$ cat src/rtl/qspi_pkg.sv
// qspi_pkg: shared phase/lane types and helpers for the QSPI phase sequencer
// Holds the phase-state enum, the lane-mode enum, the per-lane-mode data shifts,
// and helpers that pick the data shift and the next non-empty phase.
package qspi_pkg;
  typedef enum logic [2:0] {
    PH_IDLE  = 3'd0,
    PH_CMD   = 3'd1,
    PH_ADDR  = 3'd2,
    PH_DUMMY = 3'd3,
    PH_DATA  = 3'd4,
    PH_DONE  = 3'd5
  } phase_e;
  typedef enum logic [1:0] {
    LANE_SINGLE = 2'b00,
    LANE_DUAL   = 2'b01,
    LANE_QUAD   = 2'b10
  } lane_e;
  localparam logic [1:0] SHIFT_SINGLE = 2'd3;
  localparam logic [1:0] SHIFT_DUAL   = 2'd2;
  localparam logic [1:0] SHIFT_QUAD   = 2'd1;
  function automatic logic [1:0] lane_shift(input logic [1:0] lanes);
    return lanes == LANE_SINGLE ? SHIFT_SINGLE : lanes == LANE_DUAL ? SHIFT_DUAL : SHIFT_QUAD;
  endfunction
  // ne[i] flags a non-empty phase i+1 (CMD..DATA); the first one after cur wins, else DONE.
  function automatic phase_e next_phase(input phase_e cur, input logic [3:0] ne);
    next_phase = PH_DONE;
    for (int i = 3; i >= 0; i--) if (ne[i] && i + 1 > int'(cur)) next_phase = phase_e'(3'(i + 1));
  endfunction
endpackage

$ cat src/rtl/qspi_phase_sequencer_if.sv
// qspi_phase_sequencer_if: control/status bundle of the QSPI phase sequencer
// master drives start, abort, phase lengths, lane mode (and hold when QSPI_SEQ_HOLD_EN
// is defined); slave returns busy, phase, beat_tick, phase_last, done, aborted, beats_left.
interface qspi_phase_sequencer_if #(
  parameter int CNT_W = 16,
  parameter int PH_W  = 6
);
  import qspi_pkg::*;
  logic             start;
  logic             abort;
  logic [PH_W-1:0]  cmd_beats;
  logic [PH_W-1:0]  addr_beats;
  logic [PH_W-1:0]  dummy_beats;
  logic [CNT_W-1:0] data_bytes;
  logic [1:0]       data_lanes;
`ifdef QSPI_SEQ_HOLD_EN
  logic             hold;
`endif
  logic             busy;
  phase_e           phase;
  logic             beat_tick;
  logic             phase_last;
  logic             done;
  logic             aborted;
  logic [CNT_W+2:0] beats_left;
  modport master (
    output start, abort, cmd_beats, addr_beats, dummy_beats, data_bytes, data_lanes,
`ifdef QSPI_SEQ_HOLD_EN
    output hold,
`endif
    input  busy, phase, beat_tick, phase_last, done, aborted, beats_left
  );
  modport slave (
    input  start, abort, cmd_beats, addr_beats, dummy_beats, data_bytes, data_lanes,
`ifdef QSPI_SEQ_HOLD_EN
    input  hold,
`endif
    output busy, phase, beat_tick, phase_last, done, aborted, beats_left
  );
endinterface

$ cat src/rtl/qspi_beat_down_counter.sv
// qspi_beat_down_counter: loadable, enabled down-counter with zero flag
// Ports: clk, rst_n (async active-low), i_load/i_load_val (load wins over enable),
// i_en (decrement), o_count (current value), o_zero (count == 0).
module qspi_beat_down_counter #(
  parameter int W = 19
) (
  input  logic         clk,
  input  logic         rst_n,
  input  logic         i_load,
  input  logic [W-1:0] i_load_val,
  input  logic         i_en,
  output logic [W-1:0] o_count,
  output logic         o_zero
);
  logic [W-1:0] r_count;
  always_ff @(posedge clk or negedge rst_n)
    if (!rst_n) r_count <= '0;
    else if (i_load) r_count <= i_load_val;
    else if (i_en) r_count <= r_count - W'(1);
  assign o_count = r_count;
  assign o_zero  = r_count == '0;
endmodule

$ cat src/rtl/qspi_phase_sequencer.sv
// qspi_phase_sequencer: sequences QSPI CMD->ADDR->DUMMY->DATA->DONE phases by beat count
// Ports: clk, rst_n (async active-low), io_bus (qspi_phase_sequencer_if.slave) carrying
// start/abort/lengths/lane mode in and busy/phase/beat_tick/phase_last/done/aborted/beats_left out.
// Optional macro QSPI_SEQ_HOLD_EN adds io_bus.hold, which stalls beats in active phases.
module qspi_phase_sequencer
  import qspi_pkg::*;
#(
  parameter int CNT_W = 16,
  parameter int PH_W  = 6
) (
  input logic                   clk,
  input logic                   rst_n,
  qspi_phase_sequencer_if.slave io_bus
);
  localparam int LW = CNT_W + 3;
  phase_e         r_state, w_next, w_adv;
  logic [LW-1:0]  r_len [4];
  logic [LW-1:0]  w_in_len [4];
  logic [LW-1:0]  w_src_len [4];
  logic [3:0]     w_ne;
  logic           w_idle, w_active, w_stall, w_accept, w_tick, w_last, w_load, w_zero;
  logic [LW-1:0]  w_load_val, w_count;
  assign w_in_len[0] = LW'(io_bus.cmd_beats);
  assign w_in_len[1] = LW'(io_bus.addr_beats);
  assign w_in_len[2] = LW'(io_bus.dummy_beats);
  assign w_in_len[3] = LW'(io_bus.data_bytes) << lane_shift(io_bus.data_lanes);
`ifdef QSPI_SEQ_HOLD_EN
  assign w_stall = io_bus.hold;
`else
  assign w_stall = 1'b0;
`endif
  assign w_idle   = r_state == PH_IDLE;
  assign w_active = r_state inside {PH_CMD, PH_ADDR, PH_DUMMY, PH_DATA};
  assign w_accept = w_idle & io_bus.start & ~io_bus.abort;
  assign w_tick   = w_active & ~io_bus.abort & ~w_stall;
  assign w_last   = w_tick & w_zero;
  // In IDLE the first phase is chosen from the live inputs, otherwise from the latched copy.
  always_comb begin
    for (int i = 0; i < 4; i++) begin
      w_src_len[i] = w_idle ? w_in_len[i] : r_len[i];
      w_ne[i]      = w_src_len[i] != '0;
    end
  end
  assign w_adv = next_phase(r_state, w_ne);
  always_comb begin
    w_next = r_state;
    if (w_idle) w_next = w_accept ? w_adv : PH_IDLE;
    else if (r_state == PH_DONE || io_bus.abort) w_next = PH_IDLE;
    else if (w_last) w_next = w_adv;
    w_load     = w_next != r_state;
    w_load_val = w_next inside {PH_CMD, PH_ADDR, PH_DUMMY, PH_DATA}
               ? w_src_len[2'(w_next - PH_CMD)] - LW'(1) : '0;
  end
  always_ff @(posedge clk or negedge rst_n)
    if (!rst_n) begin
      r_state <= PH_IDLE;
      r_len   <= '{default: '0};
    end else begin
      r_state <= w_next;
      if (w_accept) r_len <= w_in_len;
    end
  qspi_beat_down_counter #(.W(LW)) u_cnt (
    .clk       (clk),
    .rst_n     (rst_n),
    .i_load    (w_load),
    .i_load_val(w_load_val),
    .i_en      (w_tick & ~w_zero),
    .o_count   (w_count),
    .o_zero    (w_zero)
  );
  assign io_bus.busy       = ~w_idle;
  assign io_bus.phase      = r_state;
  assign io_bus.beat_tick  = w_tick;
  assign io_bus.phase_last = w_last;
  assign io_bus.done       = r_state == PH_DONE;
  assign io_bus.aborted    = w_active & io_bus.abort;
  assign io_bus.beats_left = w_idle ? '0 : w_count;
endmodule

$ cat src/flat_wrapper.sv
// flat-port wrapper written by rule: the top's interface ports become plain ports
module qspi_phase_sequencer_flat import qspi_pkg::*;
#(
  parameter int CNT_W = 16,
  parameter int PH_W  = 6
)
  (clk, rst_n, io_bus_start, io_bus_abort, io_bus_cmd_beats, io_bus_addr_beats, io_bus_dummy_beats, io_bus_data_bytes, io_bus_data_lanes, io_bus_busy, io_bus_phase, io_bus_beat_tick, io_bus_phase_last, io_bus_done, io_bus_aborted, io_bus_beats_left);
  qspi_phase_sequencer_if #(.CNT_W(CNT_W), .PH_W(PH_W)) io_bus_i ();
  input logic clk;
  input logic rst_n;
  input wire logic [$bits(io_bus_i.start)-1:0] io_bus_start;
  input wire logic [$bits(io_bus_i.abort)-1:0] io_bus_abort;
  input wire logic [$bits(io_bus_i.cmd_beats)-1:0] io_bus_cmd_beats;
  input wire logic [$bits(io_bus_i.addr_beats)-1:0] io_bus_addr_beats;
  input wire logic [$bits(io_bus_i.dummy_beats)-1:0] io_bus_dummy_beats;
  input wire logic [$bits(io_bus_i.data_bytes)-1:0] io_bus_data_bytes;
  input wire logic [$bits(io_bus_i.data_lanes)-1:0] io_bus_data_lanes;
  output wire logic [$bits(io_bus_i.busy)-1:0] io_bus_busy;
  output wire logic [$bits(io_bus_i.phase)-1:0] io_bus_phase;
  output wire logic [$bits(io_bus_i.beat_tick)-1:0] io_bus_beat_tick;
  output wire logic [$bits(io_bus_i.phase_last)-1:0] io_bus_phase_last;
  output wire logic [$bits(io_bus_i.done)-1:0] io_bus_done;
  output wire logic [$bits(io_bus_i.aborted)-1:0] io_bus_aborted;
  output wire logic [$bits(io_bus_i.beats_left)-1:0] io_bus_beats_left;
  assign io_bus_i.start = io_bus_start;
  assign io_bus_i.abort = io_bus_abort;
  assign io_bus_i.cmd_beats = io_bus_cmd_beats;
  assign io_bus_i.addr_beats = io_bus_addr_beats;
  assign io_bus_i.dummy_beats = io_bus_dummy_beats;
  assign io_bus_i.data_bytes = io_bus_data_bytes;
  assign io_bus_i.data_lanes = io_bus_data_lanes;
  assign io_bus_busy = io_bus_i.busy;
  assign io_bus_phase = io_bus_i.phase;
  assign io_bus_beat_tick = io_bus_i.beat_tick;
  assign io_bus_phase_last = io_bus_i.phase_last;
  assign io_bus_done = io_bus_i.done;
  assign io_bus_aborted = io_bus_i.aborted;
  assign io_bus_beats_left = io_bus_i.beats_left;
  qspi_phase_sequencer #(.CNT_W(CNT_W), .PH_W(PH_W)) u_core (.clk(clk), .rst_n(rst_n), .io_bus(io_bus_i));
endmodule
$ cat config.mk
export PLATFORM = sky130hd
export DESIGN_NAME = qspi_phase_sequencer_flat
export DESIGN_NICKNAME = d
export VERILOG_FILES = /design/src/rtl/qspi_pkg.sv /design/src/rtl/qspi_phase_sequencer_if.sv /design/src/rtl/qspi_beat_down_counter.sv /design/src/rtl/qspi_phase_sequencer.sv /design/src/flat_wrapper.sv
export SDC_FILE = /design/constraint.sdc
export NUM_CORES = 1
export LEC_CHECK = 0
export BUFFER_PORTS_ARGS = -buffer_cell sky130_fd_sc_hd__buf_2
export CAP_MARGIN = 0
export CORE_ASPECT_RATIO = 0.7
export CORE_MARGIN = 2
export CORE_UTILIZATION = 64
export CTS_CLUSTER_DIAMETER = 80
export DETAILED_ROUTE_END_ITERATION = 16
export PLACE_DENSITY = 0.9
export SLEW_MARGIN = 20
export SYNTH_ARGS = -nofsm -noshare
export SYNTH_HDL_FRONTEND = slang
export SYNTH_HIERARCHICAL = 1
export SYNTH_SLANG_ARGS = --single-unit
$ cat constraint.sdc
create_clock -name clk -period 9.6 [get_ports clk]
set_input_delay 1.92 -clock clk [delete_from_list [all_inputs] [get_ports clk]]
set_output_delay 1.92 -clock clk [all_outputs]
set_load 0.05 [all_outputs]
[After elaboration in Yosys (flattened, before gate mapping)]
Index checks and enable logic that the tools add are counted.
Storage, ports and cells
  register bits: 59
  input port bits: 40
  word-level logic and storage cells: 72
Operators by class
  $add $sub $neg: 3
  $lt $le $gt $ge: 5
  equality and inequality tests: 11
  shifts and indexed selects: 1
  muxes and demuxes: 21
  bitwise gates (word level): 10
  reduce and logical (&&, ||, !) cells: 15
Operators by type and width (count)
  2-to-1 mux 19 bit: 7
  nonzero test 19 bit: 4
  binary-select mux 19 bit (select 2 bit): 1
  subtractor 19 x 1 -> 19 bit, second input constant: 2
  2-to-1 mux 3 bit: 7
  zero test 19 bit: 1
  left shift 16 x 2 -> 19 bit: 1
  2-to-1 mux 6 bit: 3
  == test 3 x 2 -> 1 bit, second input constant: 4
  == test 3 bit, second input constant: 3
  nonzero test 4 bit: 2
  bitwise AND 1 bit: 6
  == test 3 x 1 -> 1 bit, second input constant: 2
  > comparator 2 x 3 -> 1 bit, first input constant: 2
  logical AND 1 bit: 4
  2-to-1 mux 2 bit: 2
  >= comparator 3 bit, second input constant: 1
  > comparator 1 x 3 -> 1 bit, first input constant: 1
  > comparator 3 bit, first input constant: 1
  zero test 3 bit: 1
  inequality test 3 bit: 1
  inverter 1 bit: 3
  inverter 2 -> 3 bit: 1
  == test 2 x 1 -> 1 bit, second input constant: 1
  other kinds (5): 5

[Depth between registers and ports, before layout]
Gate-level depths: netlist (run 1).
  word-level depth: 22
  depth in mapped cells: 27

[Hierarchy]
Netlist (run 1), hierarchy kept.
Modules (own cells, without submodules)
  qspi_phase_sequencer: instances 1, cells each 535, area an instance 4002.6 um^2
  qspi_beat_down_counter: instances 1, cells each 123, area an instance 1096.1 um^2

[Worst setup path after synthesis (run 1)]
Ideal clock, no wire load.
  path kind: input port to flip-flop
  start point: input port io_bus_abort
  end point: register u_core.u_cnt.r_count[9], in the netlist u_core/u_cnt/o_count[9]
  library setup time: 0.134 ns
  arrival time: 6.267 ns
  slack: 3.199 ns
  cell stages on the path: 16
  buffers on the path: 1
  path through: clkbuf_1 -> nor2b_1 -> and2_1 -> o31a_1 -> inv_1 -> ha_1 -> inv_2 -> mux4_2 -> or3_1 -> nor3_1 -> nand3_1 -> a211oi_4 -> nand3_1 -> a32o_1 -> nand2_1 -> o21ai_0
Between the ends
  cells in the longest elaborated chain, start to end: 14
Ends and longest elaborated chain
  from (decl): RTL line flat_wrapper.sv:12  | input wire logic [$bits(io_bus_i.abort)-1:0] io_bus_abort;
  inverter 1 bit (*): RTL line qspi_phase_sequencer.sv:35  | assign w_tick = w_active & ~io_bus.abort & ~w_stall;
  bitwise AND 1 bit (*): RTL line qspi_phase_sequencer.sv:35
  named net io_bus_beat_tick: RTL line flat_wrapper.sv:20  | output wire logic [$bits(io_bus_i.beat_tick)-1:0] io_bus_beat_tick;
  bitwise AND 1 bit (*): RTL line qspi_phase_sequencer.sv:36  | assign w_last = w_tick & w_zero;
  named net io_bus_phase_last: RTL line flat_wrapper.sv:21  | output wire logic [$bits(io_bus_i.phase_last)-1:0] io_bus_phase_last;
  2-to-1 mux 3 bit (*): RTL line qspi_phase_sequencer.sv:49  | else if (w_last) w_next = w_adv;
  2-to-1 mux 3 bit (*): RTL line qspi_phase_sequencer.sv:48  | else if (r_state == PH_DONE || io_bus.abort) w_next = PH_IDLE;
  2-to-1 mux 3 bit (*): RTL line qspi_phase_sequencer.sv:47  | if (w_idle) w_next = w_accept ? w_adv : PH_IDLE;
  named net u_core.w_next[1]: RTL line qspi_phase_sequencer.sv:16  | phase_e r_state, w_next, w_adv;
  subtractor 2 x 1 -> 2 bit: RTL line qspi_phase_sequencer.sv:52  | ? w_src_len[2'(w_next - PH_CMD)] - LW'(1) : '0;
  inverter 2 -> 3 bit (not written as such): RTL line qspi_phase_sequencer.sv:52
  binary-select mux 19 bit (select 2 bit): RTL line qspi_phase_sequencer.sv:52
  2-to-1 mux 19 bit (not written as such) (2 in series): RTL line qspi_phase_sequencer.sv:52
  subtractor 19 x 1 -> 19 bit: RTL line qspi_phase_sequencer.sv:52
  2-to-1 mux 19 bit (*): RTL line qspi_phase_sequencer.sv:52
  named net u_core.w_load_val[9]: RTL line qspi_phase_sequencer.sv:22  | logic [LW-1:0] w_load_val, w_count;
  2-to-1 mux 19 bit (*): RTL line qspi_beat_down_counter.sv:18  | else if (i_load) r_count <= i_load_val;
  to (signal assigned): RTL line qspi_beat_down_counter.sv:18
  to (signal assigned): RTL line qspi_beat_down_counter.sv:19  | else if (i_en) r_count <= r_count - W'(1);
  to (decl): RTL line qspi_beat_down_counter.sv:15  | logic [W-1:0] r_count;
The timed path passes the listed nets; every way through them passes the cells marked *. The select of a mux whose other input is x is not followed.
A chain may end at the register's enable or synchronous reset.

[Final worst setup path (run 1)]
  start point: register u_core.u_cnt.r_count[14], in the netlist u_core/u_cnt/o_count[14]
  end point: register u_core.u_cnt.r_count[9], in the netlist u_core/u_cnt/o_count[9]
Between the ends
  cells in the longest elaborated chain, start to end: 13
Ends and longest elaborated chain
  zero test 19 bit (*): RTL line qspi_beat_down_counter.sv:21  | assign o_zero = r_count == '0;
  named net u_core.w_zero: RTL line qspi_phase_sequencer.sv:21  | logic w_idle, w_active, w_stall, w_accept, w_tick, w_last, w_load, w_zero;
  bitwise AND 1 bit (*): RTL line qspi_phase_sequencer.sv:36
  2-to-1 mux 3 bit (*): RTL line qspi_phase_sequencer.sv:49
  2-to-1 mux 3 bit (*): RTL line qspi_phase_sequencer.sv:48
  2-to-1 mux 3 bit (*): RTL line qspi_phase_sequencer.sv:47
  named net u_core.w_next[0]: RTL line qspi_phase_sequencer.sv:16
  subtractor 2 x 1 -> 2 bit: RTL line qspi_phase_sequencer.sv:52
  inverter 2 -> 3 bit (not written as such): RTL line qspi_phase_sequencer.sv:52
  binary-select mux 19 bit (select 2 bit): RTL line qspi_phase_sequencer.sv:52
  2-to-1 mux 19 bit (not written as such) (2 in series): RTL line qspi_phase_sequencer.sv:52
  subtractor 19 x 1 -> 19 bit: RTL line qspi_phase_sequencer.sv:52
  2-to-1 mux 19 bit (*): RTL line qspi_phase_sequencer.sv:52
  named net u_core.w_load_val[9]: RTL line qspi_phase_sequencer.sv:22
  2-to-1 mux 19 bit (*): RTL line qspi_beat_down_counter.sv:18
Marks and branches as above.

==> qor.csv, run 1 <==
stage;metric;value;unit
status;status;finished clean;
critical_path;worstPathArrival;7.21;ns
place;dpl.hpwl;10500;um
sta;rsz0062_at_grt;no;
layout;area_delta_synth_final;12.3;%
pwr;p_leak;0.00259;uW
detailed_routing;viasPerCell;6.65;
critical_path;required;9.80;ns
clock_network;holdBufCountCts;0;
synthesis;ys_seq_area_share;29.0;%
critical_path;cp_num_buf_inv;2;
place;port_buffers;66;
detailed_routing;wl;15100;um
synthesis;synth.area.mux_share;8.93;%
place;place_congestion;0.966;
synthesis;avgSynthCellArea;7.75;um^2
global_route;antenna_found_initial;0;
critical_path;slowest_delay;0.67;ns
place;placed_area;5420;um^2
clock_network;postCtsSetupBuffers;0;
flow_run;max_cap_viol_count;0;
die;io_pins;67;
global_route;grt_max_degree;62;
synthesis;synth_seq_cells;59;
critical_path;crit_type;flop to flop;
synthesis;synth_edf_count;0;
global_route;grt_pass1_vias;5022;
critical_path;endpoint;u_core/u_cnt/o_count[9];
synthesis;ys_types;76;
die;die_area;8710;um^2
critical_path;cpLargestDelayFamily;simple AND/OR/NAND/NOR gates;
sta;max_freq;143;MHz
sta;min_period_over_period;73.0;%
layout;antennaDiodeCount;0;
global_route;grt_pass1_wl;24900;um
synthesis;netlist_area;5100;um^2
critical_path;rr_startpoint;u_core/u_cnt/o_count[14];
sta;finalMaxSlewViolations;0;
sta;finalClockSkew;0.00639;ns
synthesis;synth_top_family_by_area;simple AND/OR/NAND/NOR gates;
sta;tns;0;ns
sta;timing.hold.ws;0.487;ns
critical_path;critical_path.max_fanout;14;
clock_network;insertion_delay;0.33;ns
critical_path;worst-r2r-cell-count;20;
die;start_util;65.3;%
detailed_routing;wl_per_cell;18.7;um
global_route;grt_overflow_total;0;
layout;nets;746;
detailed_routing;antenna_left;0;
clock_network;cts.sinks;59;
die;core;7800;um^2
critical_path;slowest_stage;a311oi_1;
synthesis;ys.flop_type;dfrtp_1;
synthesis;synth_xor_area_share;3.26;%
critical_path;end_kind;flop;
clock_network;cts_buffers;9;
clock_network;cts_buffer_depth;2;
sta;slew_headroom;35.9;%
critical_path;cp-startpoint;u_core/u_cnt/o_count[14];
sta;hold_viol_final;0;
detailed_routing;drc;0;
synthesis;synth-adder-area-share;1.47;%
synthesis;synth_cells;658;
detailed_routing;num_vias;5360;
clock_network;cts-root-buf;clkbuf_16;
synthesis;syn-num-nets;704;
hold_path;worstHoldPathCells;2;
layout;layout-drive-gt1-share;17.6;%
layout;postLayoutCoreUtil;73.4;%
pwr;power.total;2370;uW
hold_path;min_path_type;flop to flop;
layout;design_area;5730;um^2
die;fp.dieW;111;um
critical_path;r2r_slack;2.59;ns
die;std_cell_rows;27;
critical_path;worst-path-stages;20;
clock_network;clk_pin_slew;0.06;ns
clock_network;htree_num_levels;3;
clock_network;cts-resized-gates;0;
critical_path;critPathLaunchType;flop;
pwr;irDropWorstVdd;0.000361;V
synthesis;async_flop_share;100;%
clock_network;cts_tree;built;
critical_path;worstPathCellList;or4_4, or4_4, nor3_1, nor2b_1, mux2i_1, a311oi_1, a21oi_2, nand2_1, inv_1, ha_1, inv_2, mux4_2, or3_1, nor3_1, nand3_1, a211oi_4, nand3_1, a32o_1, nand2_1, o21ai_0;
global_route;grt_use_total;35.1;%
detailed_routing;first_iter_violations;683;
sta;setup_viol;0;
detailed_routing;dr.pass1.iters;5;
synthesis;synth-compound-area-share;19.1;%
die;die_y;78.7;um
synthesis;yosys.area_share.simple;33.5;%
synthesis;synth.yosys.warnings;6;
critical_path;r2r-end;u_core/u_cnt/o_count[9];
sta;min_period;7.01;ns
sta;worstMarginPinSlew;0.960;ns
pwr;power_density;414;nW/um^2
metrics by stage:
step	worst slack (ns)	std cells
2_1_floorplan	3.20	658
3_3_place_gp	2.64	790
3_5_place_dp	2.42	790
4_1_cts	2.73	806
5_1_grt	2.15	806
6_report	2.59	806
synthesized netlist by cell type, drive strengths merged, types with 3 or more instances:
cell	n	area, um^2
nor2b	16	100
or3	8	50.1
nor3b	3	27.5
buf	13	78.8
a211o	4	35.0
xor2	12	105
inv	15	56.3
o41ai	4	35.0
or4	9	85.1
nor2	47	179
nand2b	4	25.0
mux2	4	45.0
dfrtp	59	1480
nor4b	4	35.0
o31ai	11	82.6
nand2	146	548
nand4	10	62.6
xnor2	7	61.3
a21oi	30	154
mux2i	23	230
mux4	8	180
nor4	14	93.8
clkbuf	28	105
ha	6	75.1
a211oi	8	72.6
or2	4	25.0
a32o	3	30.0
o21ai	39	199
a22oi	4	43.8
nand3	14	70.1
and2	29	181
o211ai	6	45.0
nor3	22	148
a31oi	7	43.8
a21o	5	37.5
worst min path at each step:
| stage | start | end | slack [ns] |
|---|---|---|---|
| 2_1_floorplan | u_core/r_len[58] | u_core/r_len[58] | 0.44 |
| 3_3_place_gp | u_core/r_len[57] | u_core/r_len[57] | 0.45 |
| 3_5_place_dp | u_core/r_len[61] | u_core/r_len[61] | 0.48 |
| 4_1_cts | u_core/r_len[61] | u_core/r_len[61] | 0.49 |
| 5_1_grt | u_core/r_len[61] | u_core/r_len[61] | 0.51 |
| 6_report | u_core/r_len[61] | u_core/r_len[61] | 0.49 |
logic make-up after synthesis:
| group | Yosys count |
|---|---|
| AO/OA/AOI/OAI | 143 |
| XOR/XNOR | 19 |
| adder cells (fa/ha/maj) | 6 |
| buffers and inverters | 57 |
| flip-flops | 59 |
| multiplexers | 35 |
| AND/OR/NAND/NOR | 339 |
state kept, by name, summed over array words and instances (netlist names):
register	flops
u_core/u_cnt/o_count	19
u_core/r_len	37
u_core/io_bus.phase	3
routing by layer:
metal | share of wire, % | routed length, um | track usage (%) | up-vias
met5 | 0 | 0 | 0 | -
met4 | 2.2 | 334 | 12.1 | 0
met3 | 11 | 1710 | 8.49 | 45
met2 | 44 | 6620 | 53.3 | 381
met1 | 43 | 6420 | 49.3 | 2497
li1 | - | - | - | 2437
power breakdown:
part,total (uW),internal (uW),switching [uW]
combinational,1570,543,1020
sequential,479,356,123
clock,328,207,121
tightest hold or removal path, stage by stage (launching register included):
cell and delay [ns]:
dfrtp_1 0.35, nand2_1 0.05, nand2_1 0.05
layout make-up:
cell class | instances | area, um^2
multi-input combinational | 542 | 3380
fill | 579 | 2080
sequential | 59 | 1480
timing repair buffer | 72 | 375
clock buffer | 10 | 239
tap | 101 | 126
clock inverter | 6 | 65.1
inverter | 16 | 60.1
placed cells by master, fill, tap and decap left out, types with 7 or more instances in the layout:
cell | netlist | layout
nand2_1 | 146 | 146
nor2b_1 | 16 | 16
nor4_1 | 13 | 13
and2_1 | 29 | 29
nor3_1 | 17 | 17
nand4_1 | 10 | 10
nand3_1 | 14 | 14
mux2i_1 | 23 | 23
inv_1 | 13 | 13
a31oi_1 | 7 | 7
a21oi_1 | 29 | 29
or3_1 | 8 | 8
dfrtp_1 | 59 | 59
xor2_1 | 12 | 12
mux4_2 | 8 | 8
clkbuf_16 | 0 | 9
xnor2_1 | 7 | 7
nor2_1 | 46 | 46
a211oi_1 | 7 | 7
buf_2 | 6 | 66
o21ai_0 | 35 | 35
o31ai_1 | 11 | 11
No activity file was read; power rests on OpenSTA's default activity.
==> inputs of run 2 (changes only) <==
--- a/config.mk
+++ b/config.mk
@@ -5,14 +5,15 @@
 export SDC_FILE = /design/constraint.sdc
 export NUM_CORES = 1
 export LEC_CHECK = 0
+export ABC_AREA = 1
 export BUFFER_PORTS_ARGS = -buffer_cell sky130_fd_sc_hd__buf_2
 export CAP_MARGIN = 0
 export CORE_ASPECT_RATIO = 0.7
 export CORE_MARGIN = 2
-export CORE_UTILIZATION = 64
+export CORE_UTILIZATION = 59
 export CTS_CLUSTER_DIAMETER = 80
 export DETAILED_ROUTE_END_ITERATION = 16
-export PLACE_DENSITY = 0.9
+export PLACE_DENSITY = 0.84
 export SLEW_MARGIN = 20
 export SYNTH_ARGS = -nofsm -noshare
 export SYNTH_HDL_FRONTEND = slang
==> constraint.sdc (replaced) <==
create_clock -name clk -period 6.72 [get_ports clk]
set_input_delay 1.344 -clock clk [delete_from_list [all_inputs] [get_ports clk]]
set_output_delay 1.344 -clock clk [all_outputs]
set_load 0.05 [all_outputs]
==> run 2 against run 1 <==
Synthesized cell count grew 29%. Count of clock-buffer cells in the layout shrank 1. Critical path depth grew 9. Power grew 45%. Utilization shrank 5.1 points. Critical path type is now input port to flop. Largest cell class unchanged.
==> qor.csv, run 2 <==
stage;metric;value;unit
critical_path;required;6.92;ns
pwr;irDropWorstVdd;0.000299;V
synthesis;synth_edf_count;0;
critical_path;r2r-end;u_core/u_cnt/o_count[15];
synthesis;ys_types;38;
critical_path;crit_type;input port to flop;
global_route;grt_max_degree;60;
place;placed_area;5510;um^2
layout;regArea;1480;um^2
die;die_area;9570;um^2
layout;largest_register_ffs;37;
synthesis;yosys-top-cells-count;nand2_1, inv_1, nor2_1;
layout;design_area;5810;um^2
sta;rsz0062_at_grt;no;
critical_path;slowest_stage;ha_1;
clock_network;cts-resized-gates;0;
critical_path;critical_path.max_fanout;18;
clock_network;cts_buffers;9;
layout;area_delta_synth_final;12.1;%
place;place_inst;1005;
sta;tns;0;ns
layout;largest_register;u_core/r_len;
global_route;grt_overflow_total;0;
flow_run;max_cap_viol_count;0;
layout;antennaDiodeCount;0;
clock_network;holdBufCountCts;0;
layout;layout-drive-gt1-share;15.8;%
critical_path;cp_num_buf_inv;4;
sta;finalClockSkew;0.00696;ns
synthesis;synth_cells;846;
sta;slew_headroom;43.3;%
hold_path;worstHoldPathCells;2;
layout;nets;942;
die;fp.dieW;116;um
synthesis;yosys-top-cells-area;dfrtp_1, nand2_1, nand3_1;
critical_path;end_kind;flop;
die;std_cell_rows;28;
global_route;grt_pass1_vias;5032;
sta;fin_ws;1.26;ns
critical_path;r2r_slack;1.57;ns
place;place_congestion;0.983;
synthesis;synth_top_cell_area_share;28.5;%
detailed_routing;wl_per_cell;14.6;um
sta;setup_viol;0;
hold_path;min_to;u_core/r_len[57];
layout;fin_cells;1021;
layout;final_common_cell;nand2_1;
critical_path;critPathLaunchType;input port;
detailed_routing;num_vias;5757;
synthesis;synth.yosys.warnings;6;
clock_network;cts_tree;built;
sta;min_period;5.46;ns
synthesis;syn-num-nets;892;
layout;multi_input_area;3110;um^2
sta;finalMaxSlewViolations;0;
sta;worstMarginPinSlew;0.849;ns
die;io_pins;67;
pwr;p_leak;0.00309;uW
hold_path;worstHoldStart;u_core/r_len[57];
detailed_routing;first_iter_violations;615;
critical_path;cpLargestDelayFamily;simple AND/OR/NAND/NOR gates;
hold_path;min_path_type;flop to flop;
clock_network;clk_pin_slew;0.06;ns
clock_network;insertion_delay;0.33;ns
synthesis;avgSynthCellArea;6.13;um^2
sta;timing.hold.ws;0.480;ns
synthesis;synth_top_cell_by_area;dfrtp_1;
detailed_routing;drc;0;
synthesis;ys_seq_area_share;28.5;%
status;status;finished clean;
place;dpl.hpwl;11200;um
global_route;antenna_found_initial;0;
die;core;8510;um^2
global_route;grt_use_total;32.1;%
critical_path;cpMostUsedCell;nand2_1;
clock_network;htree_num_levels;3;
synthesis;netlist_area;5190;um^2
layout;mostFrequentLayoutCells;nand2_1, inv_1, nor2_1;
global_route;grt_pass1_wl;23900;um
layout;fillerInstances;801;
sta;min_period_over_period;81.2;%
detailed_routing;viasPerCell;5.64;
pwr;power_density;592;nW/um^2
die;die_y;82.5;um
clock_network;cts-root-buf;clkbuf_16;
synthesis;synth_most_common_cell;nand2_1;
place;place_ws;1.13;ns
critical_path;rr_startpoint;u_core/io_bus.phase[2];
detailed_routing;dr.pass1.iters;5;
clock_network;cts_buffer_depth;2;
sta;max_freq;183;MHz
die;start_util;60.9;%
sta;hold_viol_final;0;
synthesis;synth_seq_cells;59;
place;port_buffers;66;
detailed_routing;antenna_left;0;
critical_path;worstPathArrival;5.66;ns
clock_network;cts.sinks;59;
synthesis;async_flop_share;100;%
critical_path;worst-r2r-cell-count;29;
synthesis;ys.flop_type;dfrtp_1;
critical_path;slowest_delay;0.47;ns
detailed_routing;wl;14900;um
clock_network;postCtsSetupBuffers;0;
[run 2: changes by cell type after synthesis, moves of 23 or more]
cell / change
mux2i_1: -23
inv_1: +83
nand3_1: +69
nor2_1: +44
and2_1: -29
nand2_1: +144
[run 2: cells by family after synthesis]
group	share of synthesized area [%]
AO/OA/AOI/OAI	10.2
buffers and inverters	11.6
adder cells (fa/ha/maj)	1.45
flip-flops	28.5
XOR/XNOR	1.69
AND/OR/NAND/NOR	46.6
[run 2: worst reg2reg max path: cells and delay by family, from the launching register on]
family / cells / cell delay (ns)
AO/OA/AOI/OAI: 2 / 0.30
adder cells (fa/ha/maj): 1 / 0.47
buffers and inverters: 5 / 1.07
flip-flops: 1 / 0.45
AND/OR/NAND/NOR: 21 / 2.73
[run 2: where the power goes]
group	switching (uW)	total [uW]	leakage, uW	internal [uW]
combinational	1690	2370	0.00219	685
clock	178	467	0.000142	289
sequential	106	601	0.000757	494
[run 2: layout make-up]
type,instances,area share [%]
Sequential cell,59,25.4
Multi-Input combinational cell,647,53.5
Timing Repair Buffer,71,6.33
Clock inverter,7,1.31
Tap cell,120,2.58
Clock buffer,9,3.87
Inverter,108,6.97
[run 2: worst max-delay path by stage]
stage                         start                  endpoint  slack, ns  cells after the start
2_1_floorplan          io_bus_abort  u_core/u_cnt/o_count[15]       1.71                     25
3_5_place_dp   io_bus_data_lanes[1]  u_core/u_cnt/o_count[15]       1.13                     29
6_report       io_bus_data_lanes[1]  u_core/u_cnt/o_count[15]       1.26                     29
4_1_cts        io_bus_data_lanes[1]  u_core/u_cnt/o_count[15]       1.43                     29
3_3_place_gp   io_bus_data_lanes[1]  u_core/u_cnt/o_count[17]       1.28                     30
5_1_grt        io_bus_data_lanes[1]  u_core/u_cnt/o_count[15]       0.75                     30
[run 2: through the flow]
stage	power [uW]	util, %
floorplan	2420	-
global placement	2830	64.8
detailed placement	2890	64.8
CTS	3380	68.3
global route	3720	68.3
finish	3440	68.3
[run 2: routing by layer]
metal  share of wire, %  GRT usage [%]  wire length, um
met1                 47           47.1             6970
met2                 43           48.2             6370
met3                9.4           7.45             1410
met4                1.3           7.38              189
met5                  0              0                0
